$ cat config.mk
export PLATFORM = sky130hd
export DESIGN_NAME = sub16_serial
export DESIGN_NICKNAME = d
export VERILOG_FILES = /design/src/rtl/sub16_serial.sv
export SDC_FILE = /design/constraint.sdc
export NUM_CORES = 1
export LEC_CHECK = 0
export CAP_MARGIN = 20
export CORE_UTILIZATION = 48
export DETAILED_ROUTE_END_ITERATION = 8
export PLACE_DENSITY = 0.8
export SYNTH_ARGS = -nofsm -noshare
export SYNTH_HDL_FRONTEND = slang
export SYNTH_SLANG_ARGS = --single-unit
export TNS_END_PERCENT = 100
$ cat constraint.sdc
create_clock -name clk -period 1.9 [get_ports clk]
set_clock_uncertainty 0.1 [all_clocks]
set_input_delay 0.475 -clock clk [delete_from_list [all_inputs] [get_ports clk]]
set_output_delay 0.475 -clock clk [all_outputs]
set_load 0.03 [all_outputs]
$ cat src/rtl/sub16_serial.sv
// Bit-serial subtractor: diff = a - b, one full-subtractor step per clock, LSB first.
// Operands and results move over valid/ready handshakes; flags follow Hack ALU semantics.
module sub16_serial #(
  parameter int WIDTH = 16
) (
  input  logic             clk,
  input  logic             rst_n,
  input  logic             in_valid,
  output logic             in_ready,
  input  logic [WIDTH-1:0] a,
  input  logic [WIDTH-1:0] b,
  output logic             out_valid,
  input  logic             out_ready,
  output logic [WIDTH-1:0] diff,
  output logic             borrow,
  output logic             zr,
  output logic             ng
);

  localparam int CW = $clog2(WIDTH);
  localparam logic [CW-1:0] LAST_CNT = CW'(WIDTH - 1);
  localparam logic [CW-1:0] CNT_ONE  = CW'(1);

  typedef enum logic [1:0] {
    ST_IDLE = 2'd0,
    ST_RUN  = 2'd1,
    ST_DONE = 2'd2
  } state_t;

  state_t           r_state;
  state_t           w_state_nxt;
  logic [WIDTH-1:0] r_sa;
  logic [WIDTH-1:0] r_sb;
  logic [WIDTH-1:0] r_res;
  logic             r_bw;
  logic [CW-1:0]    r_cnt;
  logic             r_in_ready;
  logic             r_out_valid;
  logic [WIDTH-1:0] r_diff;
  logic             r_borrow;
  logic             r_zr;
  logic             r_ng;

  logic [WIDTH-1:0] w_sa_nxt;
  logic [WIDTH-1:0] w_sb_nxt;
  logic [WIDTH-1:0] w_res_nxt;
  logic             w_bw_nxt;
  logic [CW-1:0]    w_cnt_nxt;
  logic             w_in_ready_nxt;
  logic             w_out_valid_nxt;
  logic [WIDTH-1:0] w_diff_nxt;
  logic             w_borrow_nxt;
  logic             w_zr_nxt;
  logic             w_ng_nxt;
  logic [1:0]       w_fs;
  logic [WIDTH-1:0] w_res_shift;

  // Full-subtractor cell: returns {borrow_out, difference_bit}.
  function automatic logic [1:0] full_sub(input logic x, input logic y, input logic bin);
    logic d;
    logic bout;
    d    = x ^ y ^ bin;
    bout = (~x & y) | (~(x ^ y) & bin);
    return {bout, d};
  endfunction

  // State register.
  always_ff @(posedge clk or negedge rst_n) begin
    if (!rst_n) begin
      r_state <= ST_IDLE;
    end else begin
      r_state <= w_state_nxt;
    end
  end

  // Next-state, serial datapath step and completion capture.
  always_comb begin
    w_fs            = full_sub(r_sa[0], r_sb[0], r_bw);
    w_res_shift     = {w_fs[0], r_res[WIDTH-1:1]};
    w_state_nxt     = r_state;
    w_sa_nxt        = r_sa;
    w_sb_nxt        = r_sb;
    w_res_nxt       = r_res;
    w_bw_nxt        = r_bw;
    w_cnt_nxt       = r_cnt;
    w_in_ready_nxt  = r_in_ready;
    w_out_valid_nxt = r_out_valid;
    w_diff_nxt      = r_diff;
    w_borrow_nxt    = r_borrow;
    w_zr_nxt        = r_zr;
    w_ng_nxt        = r_ng;
    case (r_state)
      ST_IDLE: begin
        if (in_valid && r_in_ready) begin
          w_sa_nxt       = a;
          w_sb_nxt       = b;
          w_bw_nxt       = 1'b0;
          w_cnt_nxt      = {CW{1'b0}};
          w_in_ready_nxt = 1'b0;
          w_state_nxt    = ST_RUN;
        end else begin
          w_in_ready_nxt = 1'b1;
        end
      end
      ST_RUN: begin
        w_sa_nxt  = {1'b0, r_sa[WIDTH-1:1]};
        w_sb_nxt  = {1'b0, r_sb[WIDTH-1:1]};
        w_res_nxt = w_res_shift;
        w_bw_nxt  = w_fs[1];
        w_cnt_nxt = r_cnt + CNT_ONE;
        // The last bit lands this edge, so publish the assembled word directly.
        if (r_cnt == LAST_CNT) begin
          w_diff_nxt      = w_res_shift;
          w_borrow_nxt    = w_fs[1];
          w_zr_nxt        = (w_res_shift == {WIDTH{1'b0}});
          w_ng_nxt        = w_fs[0];
          w_out_valid_nxt = 1'b1;
          w_state_nxt     = ST_DONE;
        end else begin
          w_state_nxt = ST_RUN;
        end
      end
      ST_DONE: begin
        if (r_out_valid && out_ready) begin
          w_out_valid_nxt = 1'b0;
          w_in_ready_nxt  = 1'b1;
          w_state_nxt     = ST_IDLE;
        end else begin
          w_out_valid_nxt = 1'b1;
        end
      end
      default: begin
        w_state_nxt     = ST_IDLE;
        w_in_ready_nxt  = 1'b1;
        w_out_valid_nxt = 1'b0;
      end
    endcase
  end

  // Datapath and output registers.
  always_ff @(posedge clk or negedge rst_n) begin
    if (!rst_n) begin
      r_sa        <= {WIDTH{1'b0}};
      r_sb        <= {WIDTH{1'b0}};
      r_res       <= {WIDTH{1'b0}};
      r_bw        <= 1'b0;
      r_cnt       <= {CW{1'b0}};
      r_in_ready  <= 1'b1;
      r_out_valid <= 1'b0;
      r_diff      <= {WIDTH{1'b0}};
      r_borrow    <= 1'b0;
      r_zr        <= 1'b1;
      r_ng        <= 1'b0;
    end else begin
      r_sa        <= w_sa_nxt;
      r_sb        <= w_sb_nxt;
      r_res       <= w_res_nxt;
      r_bw        <= w_bw_nxt;
      r_cnt       <= w_cnt_nxt;
      r_in_ready  <= w_in_ready_nxt;
      r_out_valid <= w_out_valid_nxt;
      r_diff      <= w_diff_nxt;
      r_borrow    <= w_borrow_nxt;
      r_zr        <= w_zr_nxt;
      r_ng        <= w_ng_nxt;
    end
  end

  assign in_ready  = r_in_ready;
  assign out_valid = r_out_valid;
  assign diff      = r_diff;
  assign borrow    = r_borrow;
  assign zr        = r_zr;
  assign ng        = r_ng;

endmodule
Word-level counts from Yosys, hierarchy flattened
Index checks and enable logic that the tools add are counted.
- add/subtract/negate cells: 1
- $mul: 0
- divide/modulo/power cells: 0
- $lt $le $gt $ge: 0
- eq/ne operators: 6
- shift operators: 0
- mux-type cells: 18
- bitwise logic cells: 9
- reductions and logical operators: 10
- operators by type and width (operator ; count):
    16-bit case mux with 2 select lines ; 2
    16-bit two-way mux ; 2
    16-bit zero test ; 1
    2-bit AND reduction ; 5
    4-bit case mux with 2 select lines ; 1
    2-bit two-way mux ; 3
    2-bit != test, second input constant ; 3
    1-bit case mux with 3 select lines ; 2
    2-bit case mux with 3 select lines ; 1
    1-bit two-way mux ; 5
    4-bit by 1-bit adder with 4-bit output, second input constant ; 1
    4-bit equality test, second input constant ; 1
    4-bit two-way mux ; 1
    1-bit inverter ; 4
    1-bit AND ; 2
    2-bit by 1-bit equality test with 1-bit output, second input constant ; 1
    2-bit equality test, second input constant ; 1
    1-bit logical AND ; 2
    2-bit zero test ; 1
    1-bit case mux with 2 select lines ; 1
    2-bit nonzero test ; 1
    1-bit bitwise XOR ; 2
    1-bit bitwise OR ; 1
- bits in registers: 76
- bits in latches: 0
- RAM bits: 0
- memory bits (read-only): 0
- input bits: 36
- output and inout port bits: 21
- word-level logic and storage cells: 56
- memories: 0

Longest topological paths before layout
- depth after elaboration: 5
- mapped depth: 7

Worst setup path before layout
Ideal clock, no wire load.
- path kind: register to register
- from: register r_state[0]
- to: register r_sa[0]
- library setup time: 0.125 ns
- data arrival time: 1.580 ns
- data required time: 1.675 ns
- slack: 0.094 ns
- cell stages (with the launch flop): 7
- buffers on the path: 1
- path through: dfrtp_1 inv_1 ha_1 and3_4 a21oi_4 buf_8 mux2_4
- cells in the longest elaborated chain, start to end: 3
- RTL lines (item ; line ; text):
    from (decl) ; 30 ; state_t r_state;
    from (signal assigned) ; 72 ; r_state <= w_state_nxt;
    2-bit by 1-bit equality test with 1-bit output or 2-bit zero test (tied branches) ; 92 ; case (r_state)
    2-bit nonzero test (no source line) or 2-bit != test (tied branches) ; -- ;
    2-bit AND reduction (no source line) ; -- ;
    to (signal assigned) ; 143 ; r_sa <= {WIDTH{1'b0}};
    to (signal assigned) ; 155 ; r_sa <= w_sa_nxt;
    to (decl) ; 32 ; logic [WIDTH-1:0] r_sa;
Parallel ways exist; a longest one is shown, timed or not.
A chain may end at the register's enable or synchronous reset.

Final worst setup path
- from: register r_state[0]
- to: register r_sa[9]
Same word-level chain as after synthesis.

==> results.txt <==
Combinational share of power: 0.513
Most frequent cells in the layout: 72 x dfrtp_1, 45 x mux2_2, 43 x mux2_4
Avg Inst Size Synth: 15.1 sq um
Pwr/cell area: 1840 nW/um^2
Via count: 2115
Ant. Diodes: 0
Post-synthesis cell count: 235
Min cycle time layout: 1.86 ns
Crit-path max FO: 7
Synth cell types: 40
Initial antenna violation count: 0
Die width: 87.9 um
Switching share of power: 0.341
Cell chain of the critical path: inv_2 > ha_4 > and3_4 > a21oi_4 > clkbuf_16 > mux2_4
Final number of setup-violating endpoints: 0
First drt pass iteration count: 4
Status: finished, final reports clean
Worst-skew pair later-pin latency: 0.35 ns
Reg clk slew, reported paths: 0.08 ns
Slowest CP cell: dfrtp_1
CP endpoint kind: register
First-pass GRT wire length: 10.3 mm
CTS Root Cell: clkbuf_8
WHS Endpoint: zr
Peak supply drop: 1.13 mV
Row count: 30
FF-to-FF path depth: 6
Max-Cap Viols: 0
Synth warn: 0
Vert. Die Dim: 87.9 um
IO buf count: 56
Starting density of the core: 0.510
Gpl congestion: 0.726
R2r endpoint: r_sa[9]
Worst hold slack: 0.385 ns
Final Net Count: 352
Leak: 2.16 nW
Post-synth top area share: 0.509
DP Cell Count: 390
#FFs+latches synth: 74
Wire per inst: 15.7 um
Critical path class: reg -> reg
Syn_nets: 276
Fmax: 537 MHz
Post-DR vias/cell: 5.13
Worst Tran Pin Value: 0.371 ns
ANT nets after route: 0
Depth of the CTS H-tree: 3
R2R Setup Slk: 0.04 ns
Largest net degree at the start of global routing: 44
Worst Hold Class: reg -> reg
Worst Hold Depth: 2
Reg-to-Reg Start: r_state[0]
Final Hold Fails: 0
Initial drt markers: 81
Share of cells above drive strength 1: 0.427
Max Slew Vio Count: 0
Post-synth EDFFs: 0
Commonest non-fill, non-tap cell in the layout: dfrtp_1
Final period utilization: 0.980
Crit-path max cell delay: 0.45 ns
Total grt overflow: 0
WL final: 6.47 mm
CTS max path bufs: 2
Layout Cells excl Fill: 412
Synth area leader: dfrtp_1
Post-Synthesis Cell Area: 3540 sq um
Core area: 6940 sq um
Clock buffer count from CTS: 9
Slew headroom: 0.750
Area grow syn2layout: 28.9%
Switching pwr: 2.86 mW
Worst Path Arrival: 2.00 ns
Dominant synthesized flop cell: dfrtp_1
Top post-synthesis cells by area: dfrtp_1 51%, mux2_4 17%, mux2_2 16%
Sinks on Clock Net: 74
P_int: 5.54 mW
Async set-reset flop share out of synthesis: 1.00
CTS tree: yes
DP Wirelength: 4.32 mm
Min-delay src: zr
Sequential area share after synthesis: 0.524
Tot Pwr: 8.40 mW
DRC: 0
Flop pwr share: 0.344
Tot GR Track Use: 0.180
Vias in the first global route: 2196
Fin Setup TNS: 0 ns
Startpoint Class: register
DIE AREA: 7720 sq um
Clk pwr share: 0.144
Worst EP required: 2.04 ns
Ports: 57
## cell families (layout without fill, tap and decap cells)
kind of cell | after synthesis | after routing | synth area share
mux | 93 | 93 | 0.336
buf+inv | 20 | 101 | 0.0392
compound gates | 21 | 21 | 0.0417
simple gates | 22 | 22 | 0.0393
flops | 74 | 74 | 0.524
fa+ha+maj | 5 | 5 | 0.0198
## critical path: cells and delay by family (launching register included)
kind / cells / cell delay [ns]
buf+inv: 2 / 0.31
mux: 1 / 0.29
simple gates: 1 / 0.16
fa+ha+maj: 1 / 0.18
flops: 1 / 0.45
compound gates: 1 / 0.26
## state kept, by name, indices dropped and copies added (netlist names)
| name | count |
|---|---|
| r_sb | 16 |
| r_bw | 1 |
| zr | 1 |
| borrow | 1 |
| out_valid | 1 |
| in_ready | 1 |
| r_state | 2 |
| r_cnt | 4 |
| r_res | 15 |
| r_sa | 16 |
| diff | 16 |
## metal layers
layer  wire length, um  vias up  track usage
met5                 0        -            0
met4                53        0       0.0671
met1              2880     1056        0.222
met3               290        5       0.0575
met2              3240       52        0.295
li1                  -     1002            -
## worst max-delay path by stage
stage          slack (ns)  endpoint  cells after the start        from
2_1_floorplan        0.09   r_sa[0]                      6  r_state[0]
3_3_place_gp        -0.22  r_sa[14]                      5    in_valid
3_5_place_dp        -0.26  r_sa[14]                      5    in_valid
4_1_cts            0.0002   r_sb[1]                      6  r_state[0]
5_1_grt             -0.02   r_sb[8]                      6  r_state[0]
6_report             0.04   r_sa[9]                      6  r_state[0]
## metrics by stage
| stage | worst slack, ns | util | cell area (sq um) |
|---|---|---|---|
| 4_1_cts | 0.000192 | 0.642 | 4460 |
| 3_5_place_dp | -0.258 | 0.615 | 4270 |
| 6_report | 0.0378 | 0.657 | 4560 |
| 5_1_grt | -0.0245 | 0.657 | 4560 |
| 3_3_place_gp | -0.221 | 0.615 | 4270 |
| 2_1_floorplan | 0.0944 | - | 3540 |
## synth_stat cells, types with 2 or more instances
cell and number:
nand3_1 2, dfstp_2 2, buf_8 2, nor4_1 4
o2bb2ai_1 2, dfrtp_1 72, buf_2 3, nand2_1 4
mux2i_1 4, mux2_4 39, ha_1 4, o21ai_0 8
nand2b_1 2, a31oi_1 2, buf_4 4, inv_1 7
buf_6 3, mux2_2 49
## final cells by class
type,instances,area [sq um]
Sequential cell,74,1850
Fill cell,540,2380
Clock inverter,6,66.3
Clock buffer,10,128
Tap cell,96,120
Inverter,8,30.0
Timing Repair Buffer,77,778
Multi-Input combinational cell,141,1590
## power groups by stage
| stage | clock (mW) | sequential (mW) | combinational, mW |
|---|---|---|---|
| after floorplan | 0 | 3.12 | 2.88 |
| after global placement | 0 | 2.87 | 4.03 |
| after detailed placement | 0 | 2.90 | 4.16 |
| after CTS | 1.24 | 2.87 | 4.07 |
| after global routing | 1.32 | 2.98 | 4.62 |
| final | 1.21 | 2.88 | 4.30 |
## what timing repair did
| item | CTS | global route |
|---|---|---|
| gates cloned | 0 | 2 |
| buffers inserted | 0 | 3 |
| setup endpoints to repair | 22 | 31 |
| pin swaps | 0 | 2 |
| endpoints found under the hold margin | 13 | 0 |
| hold buffers | 1 | 0 |
| gates resized for setup | 24 | 10 |
Power figures use the tool's default switching activity.
